$ cat config.mk
export PLATFORM = sky130hd
export DESIGN_NAME = booth_mult_seq
export DESIGN_NICKNAME = d
export VERILOG_FILES = /design/src/rtl/booth_pkg.sv /design/src/rtl/booth_recoder.sv /design/src/rtl/booth_mult_seq.sv
export SDC_FILE = /design/constraint.sdc
export NUM_CORES = 1
export LEC_CHECK = 0
export CORE_MARGIN = 4
export CORE_UTILIZATION = 42
export DETAILED_ROUTE_END_ITERATION = 8
export PLACE_DENSITY = 0.75
export SYNTH_ARGS = -nofsm -noshare
export SYNTH_HDL_FRONTEND = slang
export SYNTH_HIERARCHICAL = 1
export SYNTH_SLANG_ARGS = --single-unit
export TNS_END_PERCENT = 100
$ cat constraint.sdc
create_clock -name clk -period 14.6 [get_ports clk]
set_input_delay 2.92 -clock clk [delete_from_list [all_inputs] [get_ports clk]]
set_output_delay 2.92 -clock clk [all_outputs]
set_load 0.05 [all_outputs]
$ cat src/rtl/booth_pkg.sv
// Shared types for the radix-4 Booth multiplier: digit codes,
// FSM state encoding and the iteration-count helper.
package booth_pkg;

  typedef enum logic [1:0] {
    IDLE = 2'd0,
    RUN  = 2'd1,
    DONE = 2'd2
  } state_t;

  typedef enum logic [2:0] {
    DIG_ZERO = 3'b000,
    DIG_P1   = 3'b001,
    DIG_P2   = 3'b010,
    DIG_M2   = 3'b110,
    DIG_M1   = 3'b111
  } digit_t;

  function automatic int booth_iters(input int width);
    return width / 2;
  endfunction

endpackage

$ cat src/rtl/booth_recoder.sv
// Radix-4 Booth recoder: maps a 3-bit multiplier window
// {b[2i+1], b[2i], b[2i-1]} onto a signed digit code.
module booth_recoder
  import booth_pkg::*;
(
  input  logic [2:0] window,
  output digit_t     digit
);

  always_comb begin
    digit = DIG_ZERO;
    unique case (window)
      3'b000: digit = DIG_ZERO;
      3'b001: digit = DIG_P1;
      3'b010: digit = DIG_P1;
      3'b011: digit = DIG_P2;
      3'b100: digit = DIG_M2;
      3'b101: digit = DIG_M1;
      3'b110: digit = DIG_M1;
      3'b111: digit = DIG_ZERO;
    endcase
  end

endmodule

$ cat src/rtl/booth_mult_seq.sv
// Sequential radix-4 Booth multiplier, one digit per clock.
// Optional BOOTH_EARLY_TERM_EN stops once remaining digits are zero.
module booth_mult_seq
  import booth_pkg::*;
#(
  parameter int WIDTH = 16,
  parameter int CNT_W = 3
) (
  input  logic               clk,
  input  logic               rst,
  input  logic               inValid,
  output logic               inReady,
  input  logic [WIDTH-1:0]   multA,
  input  logic [WIDTH-1:0]   multB,
  output logic               outValid,
  input  logic               outReady,
  output logic [2*WIDTH-1:0] product,
  output logic               busy
);

  localparam int PW = 2 * WIDTH;
  localparam logic [CNT_W-1:0] LAST =
    CNT_W'(booth_iters(WIDTH) - 1);

  state_t           state;
  logic [WIDTH-1:0] a_q;
  logic [WIDTH-1:0] b_q;
  logic [CNT_W-1:0] cnt;

  logic [CNT_W:0]   sh2;
  logic [WIDTH:0]   b_ext;
  logic [2:0]       window;
  digit_t           digit;
  logic [PW-1:0]    a_ext;
  logic [PW-1:0]    pp_base;
  logic [PW-1:0]    pp;
  logic             last;

  assign sh2    = {cnt, 1'b0};
  assign b_ext  = {b_q, 1'b0};
  assign window = 3'(b_ext >> sh2);
  assign a_ext  = {{WIDTH{a_q[WIDTH-1]}}, a_q};

  booth_recoder u_rec (
    .window (window),
    .digit  (digit)
  );

  always_comb begin
    pp_base = '0;
    unique case (digit)
      DIG_ZERO: pp_base = '0;
      DIG_P1:   pp_base = a_ext;
      DIG_P2:   pp_base = a_ext << 1;
      DIG_M1:   pp_base = -a_ext;
      DIG_M2:   pp_base = -(a_ext << 1);
      default:  pp_base = '0;
    endcase
  end

  assign pp = pp_base << sh2;

`ifdef BOOTH_EARLY_TERM_EN
  // Bits above 2i all equal -> every later window is 000 or 111.
  logic [CNT_W:0]   sh_rest;
  logic [WIDTH-1:0] b_rest;
  assign sh_rest = {cnt, 1'b1};
  assign b_rest  = $signed(b_q) >>> sh_rest;
  assign last    = (cnt == LAST) || (b_rest == '0) || (&b_rest);
`else
  assign last = (cnt == LAST);
`endif

  always_ff @(posedge clk) begin
    if (rst) begin
      state    <= IDLE;
      inReady  <= 1'b1;
      outValid <= 1'b0;
      busy     <= 1'b0;
      product  <= '0;
      cnt      <= '0;
      a_q      <= '0;
      b_q      <= '0;
    end else begin
      unique case (state)
        IDLE: begin
          if (inValid && inReady) begin
            a_q     <= multA;
            b_q     <= multB;
            product <= '0;
            cnt     <= '0;
            inReady <= 1'b0;
            busy    <= 1'b1;
            state   <= RUN;
          end
        end
        RUN: begin
          product <= product + pp;
          cnt     <= cnt + 1'b1;
          if (last) begin
            busy     <= 1'b0;
            outValid <= 1'b1;
            state    <= DONE;
          end
        end
        DONE: begin
          if (outReady) begin
            outValid <= 1'b0;
            inReady  <= 1'b1;
            state    <= IDLE;
          end
        end
        default: state <= IDLE;
      endcase
    end
  end

endmodule

[Word-level counts from Yosys, hierarchy flattened]
Memory sizes are Yosys's and may differ from the RTL's.
Index checks and enable logic that the tools add are counted.
Storage, ports and cells
  bits in registers: 72
  memory bits (read-only): 24
  bits of input ports: 36
  output and inout port bits: 35
  word-level logic and storage cells: 54
  memories: 1
Memories
  (no name shown): depth 8, bits a word 3, rd ports 1, clocked after memory_dff 0, write ports 0, line booth_recoder.sv:12  | unique case (window)
Cells by class
  add/subtract/negate cells: 4
  equal/unequal tests: 10
  shift operators: 2
  muxes and demuxes: 18
  reductions and logical operators: 11
Operators with widths (count)
  32-bit one-hot mux with 4 select lines: 1
  32-bit negation: 2
  32-bit one-hot mux with 2 select lines: 1
  32-bit adder: 1
  32-bit 2-to-1 mux: 1
  32-bit by 4-bit << shifter with 32-bit output: 1
  17-bit by 4-bit right shift with 3-bit output: 1
  3-bit AND reduction: 4
  3-bit == test (second input constant): 3
  1-bit 2-to-1 mux: 6
  2-bit 2-to-1 mux: 3
  2-bit != test (second input constant): 3
  1-bit one-hot mux with 2 select lines: 3
  2-bit one-hot mux with 3 select lines: 1
  3-bit one-hot mux with 2 select lines: 1
  2-bit nonzero test: 3
  2-bit AND reduction: 2
  3-bit by 1-bit adder with 3-bit output (second input constant): 1
  3-bit by 1-bit == test with 1-bit output (second input constant): 1
  3-bit by 2-bit == test with 1-bit output (second input constant): 1
  3-bit 2-to-1 mux: 1
  2-bit by 1-bit == test with 1-bit output (second input constant): 1
  2-bit == test (second input constant): 1
  2-bit logical NOT: 1
  1-bit logical AND: 1

[Depth between registers and ports, before layout]
Gate-level depths: netlist of the first run.
An unclocked memory read counts as a cell.
  depth in word-level cells: 7
  depth in mapped cells: 31
  mapped depth without buffers: 26

[Modules after synthesis]
Netlist of the first run, hierarchy kept.
Modules (own cells, without submodules)
  booth_mult_seq: instances 1, cells an instance 840, area an instance 6129.6 sq um, seq. area each 1441.4 sq um
  booth_recoder: instances 1, cells an instance 5, area an instance 50.0 sq um, seq. area each 0.0 sq um

[Worst setup path before layout of the first run]
Ideal clock, no wire load.
  path type: reg2reg
  start: reg cnt[0]
  end: reg product[29]
  library setup time: 0.122 ns
  arrival: 5.876 ns
  required time: 14.478 ns
  setup slack: 8.603 ns
  cell stages (with the launch flop): 28
  path buffers: 5
  clock period less this slack: 5.997 ns
  cells stage by stage: dfxtp_1 > buf_1 > mux4_2 > mux2_2 > ha_1 > nor2b_4 > clkbuf_1 > nand2_1 > clkbuf_1 > buf_1 > nor3_1 > a21oi_1 > o22ai_1 > nor2_1 > a21o_1 > o21a_1 > a22oi_1 > ha_1 > clkbuf_1 > a211oi_1 > o221ai_1 > nand3_1 > a211oi_1 > or4_1 > a31oi_1 > nor4b_1 > a41o_1 > a221o_1
On the way
  longest elaborated chain between the ends: 7
  elaborated cells between the ends (all ways): 10
  those cells by class: 1 x add/sub; 4 x eq/ne; 2 x shift; 2 x mux; 1 x memory
RTL lines
  from (decl): line booth_mult_seq.sv:28  | logic [CNT_W-1:0] cnt;
  from (signal assigned): line booth_mult_seq.sv:99  | cnt <= cnt + 1'b1;
  17-bit by 4-bit right shift with 3-bit output (*): line booth_mult_seq.sv:41  | assign window = 3'(b_ext >> sh2);
  net window[1]: line booth_mult_seq.sv:32  | logic [2:0] window;
  memory 8 x 3 bit (*)
  net digit[2]: line booth_mult_seq.sv:33  | digit_t digit;
  3-bit == test, or another cell as far along: line booth_mult_seq.sv:51  | unique case (digit)
  32-bit one-hot mux with 4 select lines (*): line booth_mult_seq.sv:51
  32-bit by 4-bit << shifter with 32-bit output (*): line booth_mult_seq.sv:61  | assign pp = pp_base << sh2;
  32-bit adder (*): line booth_mult_seq.sv:98  | product <= product + pp;
  32-bit one-hot mux with 2 select lines (*): line booth_mult_seq.sv:85  | unique case (state)
  to (signal assigned): line booth_mult_seq.sv:98
  to (decl): line booth_mult_seq.sv:17  | output logic [2*WIDTH-1:0] product,
The timed path passes the listed nets; every way through them passes the cells marked *.
A chain may end at the register's enable or synchronous reset.

[Worst setup path after layout of the first run]
Same ends and word-level chain as after synthesis.

==> results.yml, run 1 <==
critical_path:
  rr_worst_depth: 23
  crit_top_cell: "a31oi_1"
  cp_slowest_cell: "dfxtp_1"
  r2r_slack_ps: 7220
  path_delay_family: "compound AO/OA/AOI/OAI gates"
  rr_startpoint: "cnt[0]"
  max_stage_delay_ps: 950
  r2r_end: "product[29]"
  cp.arrival_ps: 7620
  cp_num_buf_inv: 0
  critPathRequiredTime_ps: 14840
  worstSetupPathType: "register to register"
  crit_chain: "mux4_2 > mux2_2 > ha_1 > nor2b_4 > a21o_1 > nand2_1 > o21ai_0 > a22oi_1 > o22ai_1 > nor2_1 > a31oi_1 > a21oi_1 > nor2_1 > ha_1 > a21oi_1 > o211ai_1 > a31oi_1 > a211oi_1 > or4_1 > a31oi_1 > nor4b_1 > a41o_1 > a221o_1"
  path_max_fanout: 24
  start_kind: "register"
  endpoint_kind: "register"
route:
  drt_first_pass_iters: 5
  routed_via_density: 5.78
  post_drt_wl_per_cell_um: 15.3
  drcViolationCount: 0
  ant_nets: 0
  drtIter0Drc: 392
  wirelength_um: 16200
  vias: 6122
global_route:
  globalRouteTotalUtil_pct: 19.9
  gr-usage-met3_pct: 3.54
  grt_pass1_vias: 5709
  grt_max_degree: 62
  antenna_found_initial: 0
  busiest_layer: "met2"
  grt_pass1_wl_um: 27500
  met1_usage_pct: 27.9
  gr-usage-met2_pct: 30.4
  overflow: 0
logic_synthesis:
  netlist_area_um2: 6180
  synth_ff_type: "dfxtp_1"
  syn_avg_cell_area_um2: 7.31
  synth-async-reset-ratio_pct: 0
  ys_warn_count: 6
  yosysSeqAreaShare_pct: 23.3
  synth_cell_types: 69
  ys_seq_elements: 72
  synth_enable_flop_cells: 0
  synthCells: 845
  synth_nets: 926
floorplanning:
  initial_utilization_pct: 42.7
  core_area_um2: 14500
  die-area_um2: 16700
  die_w_um: 129
  die_height_um: 129
  ios: 71
  rows: 44
clocking:
  htree_levels: 3
  clk_pin_slew_worst_paths_ps: 60
  clock_latency_ps: 360
  cts_tree: "done"
  ctsResizeCount: 0
  cts_root_buf: "clkbuf_16"
  hold_buffers: 0
  cts_max_path_buffers: 2
  cts.sink_count: 72
  post_cts_buffers: 0
  cts_buffers: 9
min_path:
  min-delay-start: "b_q[2]"
  min_path_type: "register to register"
  hold-path-endpoint: "b_q[2]"
  holdPathStages: 2
pwr:
  vdd_ir_drop_max_uv: 69.1
  p_per_area_nw_per_um2: 85.4
  p_leak_nw: 2.84
timing:
  tightest_slew_ps: 1150
  period_share_pct: 50.5
  fmax_mhz: 136
  whs_ps: 455
  rsz0062_at_grt: "false"
  finClkSkew_ps: 10.1
  slew-limit-headroom_pct: 23.5
  min_period_ps: 7380
  setup_viol: 0
  setup_tns_ps: 0
  finalMaxSlewViolations: 0
  hold_viol: 0
layout:
  num-nets-final: 952
  diodes: 0
  layout.cells.most_common: "nand2_1"
  area_delta_synth_final_pct: 16.9
  fillers: 1425
  final_cell_mix: "nand2_1, a21oi_1, dfxtp_1"
  drive_gt1_share_pct: 6.39
run:
  maxCapViolations: 0
place:
  io_buffers: 70
  gp_congestion: 0.948
  dp_hpwl_um: 12100
outcome:
  status: "finished clean"
[worst register-to-register path: cells and delay by family, from the launching register on]
kind / cells / cell delay [ps]
AO/OA/AOI/OAI: 13 / 3170
adder cells (fa/ha/maj): 2 / 530
flip-flops: 1 / 950
multiplexers: 2 / 890
AND/OR/NAND/NOR: 6 / 1730
[synthesized netlist by cell type (7+ instances only)]
cell,instances,area (um^2)
nor3_1,18,90.1
a31oi_1,13,81.3
clkbuf_1,47,176
a211oi_1,9,67.6
o31ai_1,10,75.1
or3_1,9,56.3
o22ai_1,10,62.6
nor2b_1,9,56.3
nor2_1,50,188
xnor2_1,21,184
mux2i_1,17,170
ha_1,44,551
and3_1,8,50.1
nand2_1,140,526
buf_1,7,26.3
inv_1,21,78.8
a21oi_1,109,546
a21o_1,11,82.6
nand3_1,32,160
mux2_2,10,113
o21ai_0,45,225
dfxtp_1,72,1440
xor2_1,17,149
[metrics by stage]
stage | total power, mW | setup slack (ps) | area, um^2 | cells | utilization [%]
6_report | 0.617 | 7220 | 7220 | 1060 | 49.9
5_1_grt | 0.649 | 6510 | 7220 | 1060 | 49.9
4_1_cts | 0.623 | 7370 | 7220 | 1060 | 49.9
3_5_place_dp | 0.378 | 7390 | 6900 | 1044 | 47.7
3_3_place_gp | 0.377 | 7560 | 6900 | 1044 | 47.7
2_1_floorplan | 0.338 | 8600 | 6180 | 845 | -
[cells by family after synthesis]
family / synth area share [%]
AND/OR/NAND/NOR: 23.5
AO/OA/AOI/OAI: 26.3
XOR/XNOR: 5.39
flip-flops: 23.3
buffers and inverters: 5.51
adder cells (fa/ha/maj): 9.23
multiplexers: 6.76
[how the worst max path moves through the flow]
stage	start	endpoint	slack, ps	cells after the start
after floorplan	cnt[0]	product[29]	8600	27
after global placement	cnt[0]	product[29]	7560	23
after detailed placement	cnt[0]	product[29]	7390	23
after CTS	cnt[0]	product[29]	7370	23
after global routing	cnt[0]	product[31]	6510	23
final	cnt[0]	product[29]	7220	23
[area by class of cell]
cell class | instances | area (um^2) | share of cell area (%)
Clock inverter | 6 | 91.3 | 1.26
Tap cell | 184 | 230 | 3.19
Multi-Input combinational cell | 690 | 4400 | 61.0
Timing Repair Buffer | 77 | 748 | 10.4
Inverter | 21 | 78.8 | 1.09
Sequential cell | 72 | 1440 | 20.0
Clock buffer | 10 | 229 | 3.17
[sequential cells by signal, summed over array words and instances (netlist names)]
| signal | count |
|---|---|
| a_q | 16 |
| b_q | 16 |
| busy | 1 |
| cnt | 3 |
| inReady | 1 |
| outValid | 1 |
| product | 32 |
| state | 2 |
[layer usage]
layer | vias to the layer above | wire length, um
li1 | 3105 | -
met1 | 2816 | 7750
met2 | 167 | 7290
met3 | 34 | 784
met4 | 0 | 390
met5 | - | 0
[where the power goes]
group	internal (mW)	switching, mW
registers	0.206	0.0133
clock network	0.151	0.0898
logic	0.0635	0.0943
No activity file was read; power rests on OpenSTA's default activity.
==> inputs of run 2 (changes only) <==
PLACE_DENSITY = 0.77   (was 0.75)
clock period = 6.42 ns   (was 14.6 ns; I/O delays follow)
==> run 2 against run 1 <==
  * Clock skew decreased by 3.0 ps
  * Worst hold slack improved by 6.7 ps
  * Clock power increased by 120%
  * Sequential share of layout area decreased by 0.21 points
  * Maximum frequency increased by 24%
  * Count of clock-buffer cells in the layout unchanged
  * Critical path depth decreased by 4
  * Cell count increased by 1.0%
  * Worst setup slack got worse by 6700 ps
  * Largest cell class unchanged
  * Largest power group unchanged
==> results.yml, run 2 (synthesized netlist as in run 1, its figures left out) <==
pwr:
  swShare_pct: 33.4
  p_leak_nw: 2.89
  power_mw: 1.40
  pwr-share-seq_pct: 35.3
  p_per_area_nw_per_um2: 192
  clockPowerShare_pct: 38.4
  combPwrFrac_pct: 26.3
  cell_internal_pwr_uw: 934
  vdd_ir_drop_max_uv: 121
  switching_power_uw: 468
timing:
  hold_viol: 0
  fmax_mhz: 168
  setup_viol: 0
  min_period_ps: 5950
  rsz0062_at_grt: "false"
  period_share_pct: 92.7
  whs_ps: 462
  finalMaxSlewViolations: 0
  setup_slack_ps: 471
  finClkSkew_ps: 7.13
  setup_tns_ps: 0
  tightest_slew_ps: 671
  slew-limit-headroom_pct: 55.2
clocking:
  cts_tree: "done"
  post_cts_buffers: 0
  cts_root_buf: "clkbuf_16"
  clock_latency_ps: 360
  cts.sink_count: 72
  htree_levels: 3
  ctsResizeCount: 0
  hold_buffers: 0
  clk_pin_slew_worst_paths_ps: 60
  cts_max_path_buffers: 2
  cts_buffers: 9
global_route:
  grt_max_degree: 50
  overflow: 0
  grt_pass1_vias: 5774
  grt_pass1_wl_um: 28200
  gr-usage-met3_pct: 4.95
  globalRouteTotalUtil_pct: 20.5
  gr-usage-met2_pct: 31.7
  busiest_layer: "met2"
  antenna_found_initial: 0
  met1_usage_pct: 28.6
critical_path:
  endpoint_kind: "register"
  max_stage_delay_ps: 560
  worstSetupPathType: "register to register"
  rr_startpoint: "cnt[1]"
  path_max_fanout: 14
  start_kind: "register"
  crit_chain: "mux4_2 > mux2_2 > ha_1 > inv_1 > o31a_1 > o41ai_1 > o21ai_1 > nor2_1 > a21oi_1 > mux2i_1 > mux2i_1 > ha_1 > a21oi_1 > a211oi_1 > or4_1 > a31oi_1 > nor4b_1 > a41o_1 > a221o_1"
  cp-startpoint: "cnt[1]"
  critPathRequiredTime_ps: 6660
  cp.arrival_ps: 6190
  cp_slowest_cell: "ha_1"
run:
  maxCapViolations: 0
route:
  drt_first_pass_iters: 5
  drcViolationCount: 0
  post_drt_wl_per_cell_um: 15.7
  vias: 6224
  routed_via_density: 5.81
  drtIter0Drc: 459
  ant_nets: 0
  wirelength_um: 16800
layout:
  area_delta_synth_final_pct: 18.2
  stdcell_area_um2: 7310
  num-nets-final: 963
  fin_util_pct: 50.5
  largest-register: "product"
  layout.cells.most_common: "nand2_1"
  instances_no_fill: 1071
  largest_reg_flops: 32
  final_cell_mix: "nand2_1, a21oi_1, dfxtp_1"
  drive_gt1_share_pct: 8.00
  diodes: 0
  top_regs: "product (32), a_q (16), b_q (16)"
floorplanning:
  initial_utilization_pct: 42.7
  core_area_um2: 14500
  ios: 71
  rows: 44
  die_height_um: 129
  die-area_um2: 16700
  die_w_um: 129
place:
  dp_cells: 1055
  gp_congestion: 0.966
  post-place-ws_ps: 341
  io_buffers: 70
  place_area_um2: 6990
  dp_hpwl_um: 12500
outcome:
  status: "finished clean"
min_path:
  min_path_type: "register to register"
  min-delay-start: "b_q[14]"
## run 2: worst max-delay path: cells and delay by family (launching register included)
kind,cells,cell delay [ps]
buffers and inverters,1,230
AOI/OAI and AO/OA,9,2100
adders and majority gates,2,950
and+or+nand+nor,3,750
muxes,4,1310
DFF,1,470
## run 2: cell type report
class	instances	area, um^2
clock buffers	10	239
clock inverters	6	73.8
fillers	1404	7170
inverters	21	78.8
multi-input cells	690	4410
flip-flops and latches	72	1440
well taps	184	230
repair buffers	88	831
## run 2: worst paths after layout
path | end | slack (ps) | depth (start not counted)
setup / recovery | product[29] | 470 | 19
hold / removal | b_q[14] | 460 | 2
setup reg to reg | product[29] | 470 | 19
hold reg to reg | b_q[14] | 460 | 2
## run 2: power by group through the flow
stage | Sequential (mW) | Combinational (mW) | Clock, mW
6_report | 0.495 | 0.369 | 0.539
5_1_grt | 0.499 | 0.407 | 0.565
4_1_cts | 0.494 | 0.367 | 0.547
3_5_place_dp | 0.504 | 0.364 | 0
3_3_place_gp | 0.504 | 0.362 | 0
2_1_floorplan | 0.511 | 0.258 | 0
## run 2: metal layers
layer  part of all wire, %  wire, um  up-vias
met5                     0         0        -
met4                   2.4       399        0
met3                   6.3      1060       30
met2                    44      7440      218
met1                    47      7900     2854
li1                      -         -     3122
